===== src/rtl/mips_alu_muldiv.sv =====
// rtl/mips_alu_muldiv.sv - multicycle multiply/divide unit owning the HI/LO registers
// One shift-add or restoring-divide step per cycle; signs are stripped on entry and restored in FIX.
module mips_alu_muldiv #(
    parameter  int DATA_W = 32,
    localparam int CNT_W  = $clog2(DATA_W) + 1
) (
    input  logic              clock,
    input  logic              reset,
    input  logic              start,
    input  logic [2:0]        op,
    input  logic [DATA_W-1:0] data1,
    input  logic [DATA_W-1:0] data2,
    input  logic              flush,
    output logic              busy,
    output logic              done,
    output logic [DATA_W-1:0] reg_lo,
    output logic [DATA_W-1:0] reg_hi
);

    typedef enum logic [1:0] {S_IDLE, S_RUN, S_FIX} state_t;

    state_t                r_state;
    state_t                w_next;
    logic [CNT_W-1:0]      r_cnt;
    logic [2*DATA_W-1:0]   r_acc;
    logic [DATA_W-1:0]     r_opnd;
    logic [DATA_W-1:0]     r_rem;
    logic                  r_is_div;
    logic                  r_neg_q;
    logic                  r_neg_r;
    logic                  r_div0;
    logic                  r_done;
    logic [DATA_W-1:0]     r_lo;
    logic [DATA_W-1:0]     r_hi;

    logic                  w_accept;
    logic                  w_md_start;
    logic                  w_sign1;
    logic                  w_sign2;
    logic [DATA_W-1:0]     w_abs1;
    logic [DATA_W-1:0]     w_abs2;
    logic [DATA_W:0]       w_mul_sum;
    logic [2*DATA_W-1:0]   w_mul_next;
    logic [DATA_W:0]       w_shift;
    logic [DATA_W-1:0]     w_diff;
    logic                  w_div_ge;
    logic [DATA_W-1:0]     w_rem_next;
    logic [2*DATA_W-1:0]   w_prod_fix;
    logic [DATA_W-1:0]     w_quo_fix;
    logic [DATA_W-1:0]     w_rem_fix;

    assign w_accept   = (r_state == S_IDLE) && start && !flush;
    assign w_md_start = w_accept && !op[2];
    assign w_sign1    = op[0] & data1[DATA_W-1];
    assign w_sign2    = op[0] & data2[DATA_W-1];
    assign w_abs1     = w_sign1 ? -data1 : data1;
    assign w_abs2     = w_sign2 ? -data2 : data2;

    // Multiplier sits in the low half of the accumulator and shifts out as the product shifts in.
    assign w_mul_sum  = {1'b0, r_acc[2*DATA_W-1:DATA_W]} + (r_acc[0] ? {1'b0, r_opnd} : '0);
    assign w_mul_next = {w_mul_sum, r_acc[DATA_W-1:1]};

    // w_shift is the DATA_W+1 bit partial remainder; a set top bit already exceeds any divisor.
    assign w_shift    = {r_rem, r_acc[DATA_W-1]};
    assign w_diff     = w_shift[DATA_W-1:0] - r_opnd;
    assign w_div_ge   = w_shift[DATA_W] || (w_shift[DATA_W-1:0] >= r_opnd);
    assign w_rem_next = w_div_ge ? w_diff : w_shift[DATA_W-1:0];

    assign w_prod_fix = r_neg_q ? -r_acc : r_acc;
    assign w_quo_fix  = r_div0 ? '1 : (r_neg_q ? -r_acc[DATA_W-1:0] : r_acc[DATA_W-1:0]);
    assign w_rem_fix  = r_neg_r ? -r_rem : r_rem;

    always_ff @(posedge clock or posedge reset) begin
        if (reset) begin
            r_state <= S_IDLE;
        end else begin
            r_state <= w_next;
        end
    end

    always_comb begin
        w_next = r_state;
        case (r_state)
            S_IDLE:  if (w_md_start) w_next = S_RUN;
            S_RUN: begin
                if (flush) begin
                    w_next = S_IDLE;
                end else if (r_cnt == CNT_W'(1)) begin
                    w_next = S_FIX;
                end
            end
            S_FIX:   w_next = S_IDLE;
            default: w_next = S_IDLE;
        endcase
    end

    always_ff @(posedge clock or posedge reset) begin
        if (reset) begin
            r_cnt    <= '0;
            r_acc    <= '0;
            r_opnd   <= '0;
            r_rem    <= '0;
            r_is_div <= 1'b0;
            r_neg_q  <= 1'b0;
            r_neg_r  <= 1'b0;
            r_div0   <= 1'b0;
            r_done   <= 1'b0;
            r_lo     <= '0;
            r_hi     <= '0;
        end else begin
            r_done <= (r_state == S_FIX) && !flush;
            case (r_state)
                S_IDLE: begin
                    if (w_md_start) begin
                        r_is_div <= op[1];
                        r_neg_q  <= w_sign1 ^ w_sign2;
                        r_neg_r  <= w_sign1;
                        r_div0   <= (data2 == '0);
                        r_cnt    <= CNT_W'(DATA_W);
                        r_rem    <= '0;
                        r_opnd   <= op[1] ? w_abs2 : w_abs1;
                        r_acc    <= {{DATA_W{1'b0}}, (op[1] ? w_abs1 : w_abs2)};
                    end else if (w_accept && op == 3'd4) begin
                        r_lo <= data1;
                    end else if (w_accept && op == 3'd5) begin
                        r_hi <= data1;
                    end
                end
                S_RUN: begin
                    if (!flush) begin
                        r_cnt <= r_cnt - CNT_W'(1);
                        if (r_is_div) begin
                            r_rem               <= w_rem_next;
                            r_acc[DATA_W-1:0]   <= {r_acc[DATA_W-2:0], w_div_ge};
                        end else begin
                            r_acc <= w_mul_next;
                        end
                    end
                end
                S_FIX: begin
                    if (!flush) begin
                        if (r_is_div) begin
                            r_lo <= w_quo_fix;
                            r_hi <= w_rem_fix;
                        end else begin
                            r_lo <= w_prod_fix[DATA_W-1:0];
                            r_hi <= w_prod_fix[2*DATA_W-1:DATA_W];
                        end
                    end
                end
                default: ;
            endcase
        end
    end

    assign busy   = (r_state != S_IDLE);
    assign done   = r_done;
    assign reg_lo = r_lo;
    assign reg_hi = r_hi;

endmodule


===== config.mk =====
export PLATFORM = sky130hd
export DESIGN_NAME = mips_alu_muldiv
export DESIGN_NICKNAME = d
export VERILOG_FILES = /design/src/rtl/mips_alu_muldiv.sv
export SDC_FILE = /design/constraint.sdc
export NUM_CORES = 1
export LEC_CHECK = 0
export ABC_AREA = 1
export ABC_CLOCK_PERIOD_IN_PS = 8200
export BUFFER_PORTS_ARGS = -buffer_cell sky130_fd_sc_hd__buf_2
export CAP_MARGIN = 40
export CORE_UTILIZATION = 42
export DETAILED_ROUTE_END_ITERATION = 7
export PLACE_DENSITY = 0.59
export SLEW_MARGIN = 0
export SYNTH_ARGS = -nofsm -noshare
export SYNTH_HDL_FRONTEND = slang
export SYNTH_SLANG_ARGS = --single-unit

===== constraint.sdc =====
create_clock -name clock -period 8.2 [get_ports clock]
set_input_delay 1.64 -clock clock [delete_from_list [all_inputs] [get_ports clock]]
set_output_delay 1.64 -clock clock [all_outputs]
set_load 0.005 [all_outputs]

==> results by group <==
Critical path
  • CP Capture Type: flip-flop
  • Worst R2R Start: r_acc[31]
  • Worst R2R Path Depth: 16
  • CP Data Required Time: 8650 ps
  • CP Capture Point: r_rem[28]
  • CP Launch Type: flip-flop
  • Crit path launch: r_acc[31]
  • Worst EP arrival: 4330 ps
  • Crit-path max FO: 33
  • Crit Path Category: reg2reg
  • Register-to-Register Setup Slack: 4320 ps
  • R2r endpoint: r_rem[28]

Power and ir drop
  • Lkg Pwr: 10.8 nW
  • Proportion of power drawn by combinational gates: 0.399
  • Switching power: 2.06 mW
  • Switch share: 0.446
  • VDD IR max: 0.157 mV
  • Clock power share: 0.260
  • Internal power: 2.56 mW
  • P per Cell Area: 218 nW/um^2
  • Register share of total power: 0.341

Global routing
  • Overall Global Routing Usage: 0.388
  • Grt total ovfl: 0
  • Largest net degree at the start of global routing: 96
  • First-pass GRT wire length: 133000 um
  • Initial antenna violation count: 2
  • Vias in the first global route: 20.3k

Clocking
  • CTS Hold Bufs: 0
  • TritonCTS clock tree: yes
  • TritonCTS Buffers: 27
  • # resized after CTS: 0
  • CTS root buf: clkbuf_16
  • CTS Sinks: 205
  • Htree depth: 1
  • Worst-path clk slew: 60 ps
  • Clk buf depth: 3
  • Clk Latency, worst-skew pair: 570 ps
  • Post-CTS Setup Bufs: 0

Worst hold path
  • Hold Crit Start: reg_lo[16]
  • Min-Delay Path Class: reg2reg

Die
  • # rows: 77
  • Total die area: 46200 um^2
  • Chip Height: 215 um
  • Die span in x: 215 um
  • Starting Density: 0.428
  • I/O pins: 137
  • CORE AREA: 44500 um^2

Timing
  • Fmax: 257 MHz
  • Setup total negative slack: 0 ps
  • Post-layout min period: 3880 ps
  • Slew Limit Fails: 0
  • Final hold vios: 0
  • Slew @ Worst Pin: 931 ps
  • Min Hold Slack: 482 ps
  • Worst clock skew: 11.2 ps
  • RSZ-0062 raised after global routing: no
  • Final period utilization: 0.474
  • Max-slew headroom: 0.377
  • Final setup violating endpoints: 0

Final layout
  • Area Growth Syn to Fin: 11.0%
  • Most frequent cells in the layout: 847 x nand2_1, 413 x nor2_1, 355 x inv_1
  • Finished Cell Area: 21200 um^2
  • Share of cells above drive strength 1: 0.0782
  • Final Non-Filler Cells: 3815
  • Final net count: 3346
  • FF+latch area: 5130 um^2
  • Multi-input logic area: 12100 um^2
  • # fillers: 4896
  • Commonest non-fill, non-tap cell in the layout: nand2_1

Synthesis
  • Syn Std Cell Area: 19100 um^2
  • Post-synth EDFFs: 0
  • Number of synthesized register bits: 205
  • Ys Warns: 0
  • Largest family of logic cells by synthesized area: simple AND/OR/NAND/NOR gates
  • Mux contribution to synthesized area: 0
  • Compound-gate portion of the synthesized area: 0.172
  • Count of cell types in the netlist: 56
  • Adder-cell share of the synthesized area: 0.0481
  • Seq/Total Area, Yosys: 0.269
  • Syn nets: 3263
  • Synth Flop Type: dfrtp_1
  • Avg Cell Area, Syn: 6.11 um^2
  • Post-Synthesis Cells: 3120
  • Ys async rst share: 1.00
  • Post-Synth XOR/XNOR Area: 0.0280
  • Simple-gate share of the synthesized area: 0.384

Placement
  • Placer Congestion: 1.03
  • Dpl cells: 3766
  • Post-DP HPWL: 74500 um
  • DP Area: 20300 um^2
  • I/O Buffers: 136

Routing
  • Via count: 22.3k
  • Post-route ant nets: 0
  • Initial DRC count: 2856
  • DRC Markers: 0
  • First-pass DRT Iterations: 6
  • Vias per std cell: 5.84
  • Drt total wl: 91200 um
  • WL/cell: 23.9 um

Status
  • Status: finished clean

Flow run
  • Maxcap violations: 0
## worst min-delay path by stage
stage                            end  slack [ps]  cells after the start
after floorplan               r_div0         450                      2
after global placement    reg_hi[12]         460                      2
after detailed placement  reg_lo[16]         470                      2
after CTS                 reg_lo[26]         480                      2
after global routing      reg_lo[16]         510                      2
final                     reg_lo[16]         480                      2
## critical path: stages (launching register included)
cell and delay (ps):
dfrtp_1 490, inv_1 380, ha_1 320, fa_1 230, inv_1 90, nand3_1 100
nand2_2 120, nand2_1 100, nand3_2 110, nand2_1 110, nand2_2 100, o21ai_4 670
nand2_4 390, nand2_2 270, nand2_1 80, o21ai_1 100, nand2_1 60
## per-stage QoR
step                setup slack (ps)  power, mW  utilization
floorplan                        964       2.57            -
global placement                3390       3.35        0.454
detailed placement              3990       3.37        0.456
CTS                             4410       4.57        0.475
global route                    4030       4.84        0.475
finish                          4320       4.62        0.475
## layout make-up
cell class              instances  share of cell area
inverters                     367              0.0654
clock inverters                 9             0.00491
well taps                     592              0.0350
diodes                          2            0.000236
flip-flops and latches        205               0.242
repair buffers                165              0.0453
clock buffers                  38              0.0362
multi-input cells            2437               0.570
## power groups by stage
stage / registers, mW / clock network, mW / logic, mW
5_1_grt: 1.59 / 1.24 / 2.01
4_1_cts: 1.56 / 1.21 / 1.80
2_1_floorplan: 1.43 / 0 / 1.14
3_3_place_gp: 1.58 / 0 / 1.77
6_report: 1.58 / 1.20 / 1.84
3_5_place_dp: 1.57 / 0 / 1.80
## layer usage
layer | vias up | GRT usage | part of all wire
li1 | 10400 | - | -
met1 | 10500 | 0.574 | 0.45
met2 | 1201 | 0.549 | 0.40
met3 | 158 | 0.0636 | 0.098
met4 | 2 | 0.170 | 0.050
met5 | - | 0 | 0.00015
## cells by family (layout without fill, tap and decap cells)
kind of cell,count (synthesis),in the layout
AND/OR/NAND/NOR,1737,1737
other,0,2
XOR/XNOR,61,61
AO/OA/AOI/OAI,567,567
buffers and inverters,478,579
adder cells (fa/ha/maj),72,72
flip-flops,205,205
## cell usage after synthesis (all sizes together) (13+ instances only)
| cell | n | area share |
|---|---|---|
| a221oi | 30 | 0.014 |
| a22oi | 22 | 0.0087 |
| nor2 | 425 | 0.086 |
| a21oi | 187 | 0.049 |
| nand4 | 40 | 0.013 |
| nand3 | 330 | 0.087 |
| a21boi | 20 | 0.0079 |
| dfrtp | 205 | 0.27 |
| clkbuf | 70 | 0.014 |
| o21ai | 222 | 0.059 |
| xnor2 | 22 | 0.010 |
| o22ai | 13 | 0.0043 |
| o211ai | 25 | 0.0098 |
| ha | 70 | 0.046 |
| inv | 364 | 0.072 |
| nand2 | 856 | 0.17 |
| xor2 | 39 | 0.018 |
| nor3 | 37 | 0.011 |
| buf | 41 | 0.012 |
| or2 | 30 | 0.0098 |
## registers in the layout, summed over array words and instances (netlist names)
| name | flops |
|---|---|
| r_opnd | 32 |
| r_neg_r | 1 |
| r_is_div | 1 |
| r_neg_q | 1 |
| r_state | 2 |
| reg_lo | 32 |
| r_div0 | 1 |
| reg_hi | 32 |
| r_rem | 32 |
| r_acc | 64 |
| done | 1 |
| r_cnt | 6 |
No activity file was read; power rests on OpenSTA's default activity.
